### config.mk
export PLATFORM = sky130hd
export DESIGN_NAME = dcache_responder_flat
export DESIGN_NICKNAME = d
export VERILOG_FILES = /design/src/rtl/cpu_types_pkg.sv /design/src/rtl/dcache_responder_if.sv /design/src/rtl/dcache_responder_array.sv /design/src/rtl/dcache_responder.sv /design/src/flat_wrapper.sv
export SDC_FILE = /design/constraint.sdc
export NUM_CORES = 2
export LEC_CHECK = 0
export BUFFER_PORTS_ARGS = -buffer_cell sky130_fd_sc_hd__buf_2
export CORE_MARGIN = 5
export CORE_UTILIZATION = 57
export DETAILED_ROUTE_END_ITERATION = 16
export GPL_TIMING_DRIVEN = 0
export PLACE_DENSITY = 0.75
export SLEW_MARGIN = 20
export SYNTH_ARGS = -nofsm -noshare
export SYNTH_HDL_FRONTEND = slang
export SYNTH_SLANG_ARGS = --single-unit
### constraint.sdc
create_clock -name CLK -period 5.9 [get_ports CLK]
set_clock_uncertainty 0.2 [all_clocks]
set_input_delay 0.885 -clock CLK [delete_from_list [all_inputs] [get_ports CLK]]
set_output_delay 0.885 -clock CLK [all_outputs]
set_load 0.01 [all_outputs]
### src/rtl/cpu_types_pkg.sv
// cpu_types_pkg: shared CPU word/RAM types plus data-cache state, address and line layouts.
package cpu_types_pkg;
    typedef logic [31:0] word_t;
    typedef enum logic [1:0] {FREE, BUSY, ACCESS, ERROR} ramstate_t;

    localparam int SETS  = 16;
    localparam int IDX_W = $clog2(SETS);
    localparam int TAG_W = 30 - IDX_W;

    typedef enum logic [1:0] {IDLE, WB, ALLOC} dcache_state_t;

    typedef struct packed {
        logic [TAG_W-1:0] tag;
        logic [IDX_W-1:0] idx;
        logic [1:0]       bytoff;
    } dcache_addr_t;

    typedef struct packed {
        logic             valid;
        logic             dirty;
        logic [TAG_W-1:0] tag;
        word_t            data;
    } dcache_line_t;

    function automatic logic [TAG_W-1:0] tagOf(word_t a);
        dcache_addr_t f;
        f = a;
        return f.tag;
    endfunction

    function automatic logic [IDX_W-1:0] idxOf(word_t a);
        dcache_addr_t f;
        f = a;
        return f.idx;
    endfunction
endpackage

### src/rtl/dcache_responder_if.sv
// dcache_responder_if: MEM-stage data port and RAM port of the data cache in one bundle.
interface dcache_responder_if;
    import cpu_types_pkg::*;
    logic      dmemREN, dmemWEN, dhit;
    word_t     dmemaddr, dmemstore, dmemload;
    logic      ramREN, ramWEN;
    word_t     ramaddr, ramstore, ramload;
    ramstate_t ramstate;

    modport master (
        output dmemREN, dmemWEN, dmemaddr, dmemstore, ramload, ramstate,
        input  dhit, dmemload, ramREN, ramWEN, ramaddr, ramstore
    );
    modport slave (
        input  dmemREN, dmemWEN, dmemaddr, dmemstore, ramload, ramstate,
        output dhit, dmemload, ramREN, ramWEN, ramaddr, ramstore
    );
endinterface

### src/rtl/dcache_responder_array.sv
// dcache_array: SETS lines of {valid,dirty,tag,data}; async read, sync write, async clear.
module dcache_array
    import cpu_types_pkg::*;
(
    input  logic             CLK,
    input  logic             nRST,
    input  logic [IDX_W-1:0] idx,
    input  logic             we,
    input  dcache_line_t     wLine,
    output dcache_line_t     rLine
);
    dcache_line_t lines [SETS];

    assign rLine = lines[idx];

    always_ff @(posedge CLK or negedge nRST) begin
        if (!nRST) begin
            for (int i = 0; i < SETS; i++) lines[i] <= '0;
        end else if (we) begin
            lines[idx] <= wLine;
        end
    end
endmodule

### src/rtl/dcache_responder.sv
// dcache_responder: direct-mapped write-back write-allocate data cache between MEM stage and RAM.
// Defining DCACHE_STATS_EN adds hit_count/miss_count outputs.
module dcache_responder
    import cpu_types_pkg::*;
(
    input logic CLK,
    input logic nRST,
    dcache_responder_if.slave bus
`ifdef DCACHE_STATS_EN
    ,
    output word_t hit_count,
    output word_t miss_count
`endif
);
    dcache_state_t    state, next;
    dcache_line_t     line, wLine;
    logic             we, req, hit;
    logic [TAG_W-1:0] aTag;
    logic [IDX_W-1:0] aIdx;

    assign aTag = tagOf(bus.dmemaddr);
    assign aIdx = idxOf(bus.dmemaddr);
    assign req  = bus.dmemREN || bus.dmemWEN;
    assign hit  = line.valid && line.tag == aTag;
    assign bus.dmemload = line.data;

    dcache_array u_array (
        .CLK   (CLK),
        .nRST  (nRST),
        .idx   (aIdx),
        .we    (we),
        .wLine (wLine),
        .rLine (line)
    );

    always_ff @(posedge CLK or negedge nRST) begin
        if (!nRST) state <= IDLE;
        else       state <= next;
    end

    // Victim and fill both use the index of the current dmemaddr, which MEM holds while stalled.
    always_comb begin
        next         = state;
        we           = 1'b0;
        wLine        = line;
        bus.dhit     = 1'b0;
        bus.ramREN   = 1'b0;
        bus.ramWEN   = 1'b0;
        bus.ramaddr  = '0;
        bus.ramstore = '0;
        case (state)
            IDLE: if (req) begin
                if (hit) begin
                    bus.dhit = 1'b1;
                    we       = bus.dmemWEN;
                    wLine    = '{valid: 1'b1, dirty: 1'b1, tag: aTag, data: bus.dmemstore};
                end else begin
                    next = (line.valid && line.dirty) ? WB : ALLOC;
                end
            end
            WB: begin
                bus.ramWEN   = 1'b1;
                bus.ramaddr  = {line.tag, aIdx, 2'b00};
                bus.ramstore = line.data;
                wLine.dirty  = 1'b0;
                we           = bus.ramstate == ACCESS;
                next         = we ? ALLOC : WB;
            end
            ALLOC: begin
                bus.ramREN  = 1'b1;
                bus.ramaddr = {bus.dmemaddr[31:2], 2'b00};
                wLine       = '{valid: 1'b1, dirty: 1'b0, tag: aTag, data: bus.ramload};
                we          = bus.ramstate == ACCESS;
                next        = we ? IDLE : ALLOC;
            end
            default: next = IDLE;
        endcase
    end

`ifdef DCACHE_STATS_EN
    always_ff @(posedge CLK or negedge nRST) begin
        if (!nRST) begin
            hit_count  <= '0;
            miss_count <= '0;
        end else begin
            if (state == IDLE && req && hit)  hit_count  <= hit_count + 32'd1;
            if (state == IDLE && req && !hit) miss_count <= miss_count + 32'd1;
        end
    end
`endif
endmodule

### src/flat_wrapper.sv
// flat-port wrapper written by rule: the top's interface ports become plain ports
module dcache_responder_flat import cpu_types_pkg::*;
  (CLK, nRST, bus_dmemREN, bus_dmemWEN, bus_dmemaddr, bus_dmemstore, bus_ramload, bus_ramstate, bus_dhit, bus_dmemload, bus_ramREN, bus_ramWEN, bus_ramaddr, bus_ramstore);
  dcache_responder_if bus_i ();
  input logic CLK;
  input logic nRST;
  input wire logic [$bits(bus_i.dmemREN)-1:0] bus_dmemREN;
  input wire logic [$bits(bus_i.dmemWEN)-1:0] bus_dmemWEN;
  input wire logic [$bits(bus_i.dmemaddr)-1:0] bus_dmemaddr;
  input wire logic [$bits(bus_i.dmemstore)-1:0] bus_dmemstore;
  input wire logic [$bits(bus_i.ramload)-1:0] bus_ramload;
  input wire logic [$bits(bus_i.ramstate)-1:0] bus_ramstate;
  output wire logic [$bits(bus_i.dhit)-1:0] bus_dhit;
  output wire logic [$bits(bus_i.dmemload)-1:0] bus_dmemload;
  output wire logic [$bits(bus_i.ramREN)-1:0] bus_ramREN;
  output wire logic [$bits(bus_i.ramWEN)-1:0] bus_ramWEN;
  output wire logic [$bits(bus_i.ramaddr)-1:0] bus_ramaddr;
  output wire logic [$bits(bus_i.ramstore)-1:0] bus_ramstore;
  assign bus_i.dmemREN = bus_dmemREN;
  assign bus_i.dmemWEN = bus_dmemWEN;
  assign bus_i.dmemaddr = bus_dmemaddr;
  assign bus_i.dmemstore = bus_dmemstore;
  assign bus_i.ramload = bus_ramload;
  assign bus_i.ramstate = bus_ramstate;
  assign bus_dhit = bus_i.dhit;
  assign bus_dmemload = bus_i.dmemload;
  assign bus_ramREN = bus_i.ramREN;
  assign bus_ramWEN = bus_i.ramWEN;
  assign bus_ramaddr = bus_i.ramaddr;
  assign bus_ramstore = bus_i.ramstore;
  dcache_responder u_core (.CLK(CLK), .nRST(nRST), .bus(bus_i));
endmodule
# Yosys cells after proc, flatten, opt, wreduce, memory -nomap -nowiden
# Index checks and enable logic that the tools add are counted.
[op_classes]
bitwise = 1
n_reduce_logical = 7
eq_ne = 6
mux = 27
order_cmp = 2
[ops]
columns = ["op", "count"]
rows = [
  ["$bwmux W960", 1],
  ["$mux W60", 5],
  ["$bmux W60 S4", 1],
  ["$demux W60 S4", 1],
  ["$pmux W58 S2", 1],
  ["$pmux W32 S2", 1],
  ["$mux W32", 1],
  ["$eq A26 B26 Y1", 1],
  ["$mux W2", 5],
  ["$mux W1", 7],
  ["$pmux W1 S2", 3],
  ["$pmux W2 S3", 1],
  ["$ge A5 B5 Y1 const B", 1],
  ["$lt A5 B1 Y1 const B", 1],
  ["$not A4 Y5", 1],
  ["$eq A2 B2 Y1 const B", 2],
  ["$logic_and A1 B1 Y1", 3],
  ["$eq A2 B1 Y1 const B", 1],
  ["$logic_not A2 Y1", 1],
  ["$ne A2 B1 Y1 const B", 1],
  ["$ne A2 B2 Y1 const B", 1],
  ["$reduce_and A2 Y1", 1],
  ["$reduce_or A2 Y1", 1],
  ["$logic_or A1 B1 Y1", 1],
]
[word_totals]
reg_bits = 962
wordCells = 108
out_inout_bits = 99
inputBits = 102

# Depth between registers and ports, before layout
[logic_depth]
depth_word = 10
mapped_depth = 19
mapped_depth_nobuf = 9

# Hierarchy
# Synthesis repeated with hierarchy kept, for this count alone.
[unflattened]
hier_cells = 2929
area_unflattened_um2 = 45110.8
[modules_own_cells]
columns = ["module", "n_inst", "seq_area_each_um2", "cells_each", "area_per_inst_um2"]
rows = [
  ["dcache_array", 1, 24023.0, 2611, 42741.0],
  ["dcache_responder", 1, 50.0, 318, 2369.8],
]

# Worst setup path before layout
# No wires, ideal clock.
[synth_timing]
path_kind = "input to output"
startpoint = "input bus_dmemaddr[3]"
endpoint = "output bus_dhit"
path_buffers = 8
setup_slack_ps = 423
arrival_ps = 4392
stages = 15
required_ps = 4815
path_cell_list = "buf_2 > buf_6 > buf_6 > buf_6 > buf_6 > buf_2 > buf_1 > mux4_2 > nand2_1 > nand2_1 > xnor2_1 > a32oi_1 > a221o_1 > nor4_4 > buf_4"
[synth_via]
elab_chain_cells = 9
[synth_lines]
columns = ["item", "line", "text"]
rows = [
  ["start: declaration", "flat_wrapper.sv:9", "input wire logic [$bits(bus_i.dmemaddr)-1:0] bus_dmemaddr;"],
  ["$not A4 Y5 (not written as such) *", "dcache_responder_array.sv:14", "assign rLine = lines[idx];"],
  ["$bmux W60 S4 *", "dcache_responder_array.sv:14", ""],
  ["$mux W60 (not written as such) * (2 in series)", "dcache_responder_array.sv:14", ""],
  ["$eq A26 B26 Y1", "dcache_responder.sv:24", "assign hit = line.valid && line.tag == aTag;"],
  ["$logic_and A1 B1 Y1 *", "dcache_responder.sv:24", ""],
  ["$mux W1 *", "dcache_responder.sv:53", "if (hit) begin"],
  ["$mux W1 *", "dcache_responder.sv:52", "IDLE: if (req) begin"],
  ["$mux W1 *", "dcache_responder.sv:51", "case (state)"],
  ["end: declaration", "flat_wrapper.sv:13", "output wire logic [$bits(bus_i.dhit)-1:0] bus_dhit;"],
]
# Every way passes the cells marked *; elsewhere a longest branch is shown, timed or not. The select of a mux whose other input is x is not followed.

# Worst setup path after layout
[layout_timing]
startpoint = "input bus_dmemaddr[5]"
endpoint = "output bus_dhit"
# The elaborated chain is that of the path after synthesis.

==> reports/results.txt <==
status: finished, violations left
violated checks: negative setup slack
CTS tree: done
register bit count reported by yosys: 962
DP Worst Slack: -2.287 ns
synthesized instance count: 3113
Switch Pwr: 0.007210 W
fin crit share: 101.4%
Sw Share: 30.59%
worst hold slack: 0.2895 ns
reg-to-reg critical path startpoint: u_core.u_array.lines[47]
Reg2Reg Setup Slack: 0.73 ns
sequential share of the synthesized area: 51.69%
f_max: 167.1 MHz
Clk network pwr share: 27.8%
Crit path depth: 14
Final HPWL DP: 94040 µm
Critical path buffers and inverters: 7
sequential power share: 43.2%
GRT Resource Usage Total: 31.69%
Worst path most repeated cell: buf_4
# setup viols final: 1
DIE HEIGHT: 295.8 µm
Avg Cell Area, Syn: 14.96 µm²
Comb pwr share: 29.0%
I/O Buffers: 194
CP delay by family, top: buffers and inverters
worst reg2reg path endpoint: u_core.u_array.lines[926]
Hold Crit Class: flip-flop to flip-flop
Die ar.: 87520 µm²
clock tree buffer depth: 3
Power Dens Cells: 445.9 nW/µm²
vias: 29655
EDFF count, synth: 0
required time of the critical path: 4.82 ns
Post-Layout Cell Count: 4570
Layout area overhead: 13.50%
Critical Path AT: 4.90 ns
post-layout util: 65.41%
# IOs: 201
Min Clock Period, post-route: 5.984 ns
Synth Cell Area: 46570 µm²
slowest stage delay, CP: 0.65 ns
DRC Markers: 0
grt ovf: 0
R2R cell count: 13
Yosys cell types: 65
post-route antenna net violation count: 0
final wirelength: 137900 µm
proportion of layout cells with a drive suffix above 1: 49.29%
worst-margin pin slew: 1.161 ns
die width: 295.8 µm
DR iter-0 viols: 2784
most common flop cell mapped by yosys: dfrtp_1
Setup crit end kind: output port
initial antenna violation count: 3
Root Driver: clkbuf_16
Int Pwr: 0.01636 W
row count: 104
Yosys Warn Count: 0
CTS sink count: 962
Reg clk slew, reported paths: 0.06 ns
Routability Congestion: 0.9833
Initial DRT Pass Iterations: 6
relative slew slack: 22.58%
Final Worst Setup Slack: -0.08449 ns
Crit Path Category: primary input to output port
Slew Limit Fails: 0
largest net degree at the start of global routing: 153
crit path from: bus_dmemaddr[5]
placed cells: 4375
H-tree lvl count: 3
wire length per cell: 30.18 µm
leak pwr: 25.25 nW
Layout Nets: 3530
Setup crit end: bus_dhit
Slowest cell on crit path: or4_1
crit path cell chain: clkbuf_2, buf_4, buf_4, mux4_2, mux2i_1, mux2i_2, xnor2_1, nand4_1, or4_1, buf_1, nor4_4, buf_4, buf_8, buf_2
endpoints failing hold: 0
first-pass GRT wire length: 205300 µm
Peak supply drop: 316.3 µV
vias in the first global route: 31874
Clk Latency, worst-skew pair: 0.66 ns
initial core utilization: 57.63%
Critical Path Start Type: primary input
Post-synth ARST share: 100.0%
Max Fanout on Critical Path: 10
cts bufs inserted: 98
core box area: 80810 µm²
Max-Cap Viols: 0
RSZ-0062 raised after global routing: true
Vias/cell: 6.489
==> cell families (layout without fill, tap and decap cells) <==
logic type      after synthesis  count (layout)  synth area share [%]
xor+xnor                     26              26                0.4890
mux                        1296            1296                 36.84
fa+ha+maj                     4               4                0.1075
other cells                   1               4              0.008052
buf+inv                     329             723                 3.326
flops                       962             962                 51.69
compound gates              206             206                 4.551
simple gates                289             289                 2.985
==> power by group through the flow <==
stage | Combinational [W] | Clock [W] | Sequential [W]
3_5_place_dp | 0.00675 | 0 | 0.0102
5_1_grt | 0.00733 | 0.00686 | 0.0104
3_3_place_gp | 0.00639 | 0 | 0.0100
4_1_cts | 0.00681 | 0.00661 | 0.0101
6_report | 0.00683 | 0.00654 | 0.0102
2_1_floorplan | 0.00492 | 0 | 0.00977
==> cell type report <==
type / instances / area, µm²
antenna: 2 / 5.005
fill: 5699 / 27950
multi-input combinational: 1823 / 21010
timing repair buffer: 211 / 1256
clock buffer: 140 / 2863
inverter: 46 / 172.7
sequential: 962 / 24070
tap: 1060 / 1326
buffer: 282 / 1592
clock inverter: 44 / 560.5
==> sequential cells by signal (all words and copies together) (netlist names) <==
name and count:
u_core.u_array.lines 960, u_core.state 2
==> stage by stage <==
stage	power [W]	cell area [µm²]	setup TNS, ns
3_5_place_dp	0.01699	49090	-1668.80
4_1_cts	0.02355	52730	0
2_1_floorplan	0.01469	46570	0
6_report	0.02357	52860	-0.08449
3_3_place_gp	0.01639	48870	-
5_1_grt	0.02459	52850	-0.1139
==> placed cells by master, fill, tap and decap left out, types with 12 or more instances in the layout <==
master / n
buf_2: 258
clkbuf_16: 100
o221ai_4: 30
xnor2_1: 18
inv_1: 45
a22oi_1: 34
nor2_1: 14
dfrtp_1: 962
clkbuf_4: 15
o21ai_0: 32
a22o_1: 15
buf_4: 57
mux2_1: 97
nand2_1: 164
nor2b_1: 17
and2_1: 46
clkbuf_1: 107
mux4_2: 238
clkinv_2: 22
mux2_2: 868
clkbuf_2: 43
clkbuf_8: 22
mux2i_1: 87
a21boi_0: 12
==> worst register-to-register path, cell delays in order (launching register included) <==
cell,delay [ns]
dfrtp_1,0.38
mux4_2,0.46
mux2i_1,0.21
mux2i_2,0.17
xnor2_1,0.43
nand4_1,0.24
or4_1,0.65
buf_1,0.23
or4_1,0.67
clkbuf_1,0.41
buf_6,0.32
o221ai_4,0.34
buf_4,0.24
mux2_2,0.17
==> cells in the mapped netlist (all sizes together) (17+ instances only) <==
library cell | count | area share [%]
nor2b | 17 | 0.23
and2 | 46 | 0.62
a22oi | 34 | 0.55
o21ai | 34 | 0.37
clkbuf | 138 | 1.1
xnor2 | 18 | 0.34
mux2 | 965 | 23
mux4 | 238 | 12
mux2i | 93 | 2.0
buf | 145 | 1.8
dfrtp | 962 | 52
o211ai | 19 | 0.39
o221ai | 34 | 1.8
inv | 46 | 0.37
nand2 | 164 | 1.3
==> worst min path at each step <==
stage	from	end	slack [ns]	cells past startpoint
after floorplan	u_core.u_array.lines[404]	u_core.u_array.lines[404]	0.26	1
after global placement	u_core.u_array.lines[571]	u_core.u_array.lines[571]	0.27	1
after detailed placement	u_core.u_array.lines[472]	u_core.u_array.lines[472]	0.28	1
after CTS	u_core.u_array.lines[472]	u_core.u_array.lines[472]	0.29	1
after global routing	u_core.u_array.lines[571]	u_core.u_array.lines[571]	0.30	1
final	u_core.u_array.lines[588]	u_core.u_array.lines[588]	0.29	1
==> routing by layer <==
| layer | wire, µm | up-vias | part of all wire, % | GRT usage, % |
|---|---|---|---|---|
| met1 | 53790 | 15734 | 39 | 42.18 |
| met2 | 65980 | 1375 | 48 | 50.91 |
| li1 | - | 12154 | - | - |
| met4 | 7263 | 2 | 5.3 | 14.71 |
| met3 | 10890 | 390 | 7.9 | 6.515 |
| met5 | 13 | - | 0.0094 | 0 |
==> repair_timing <==
action,CTS,global route
resized for setup,97,81
endpoints found under the setup margin,1044,238
setup buffers,2,7
pin swaps,1,3
hold endpoints to repair,68,0
hold buffers,1,0
No activity file was read; power rests on OpenSTA's default activity.
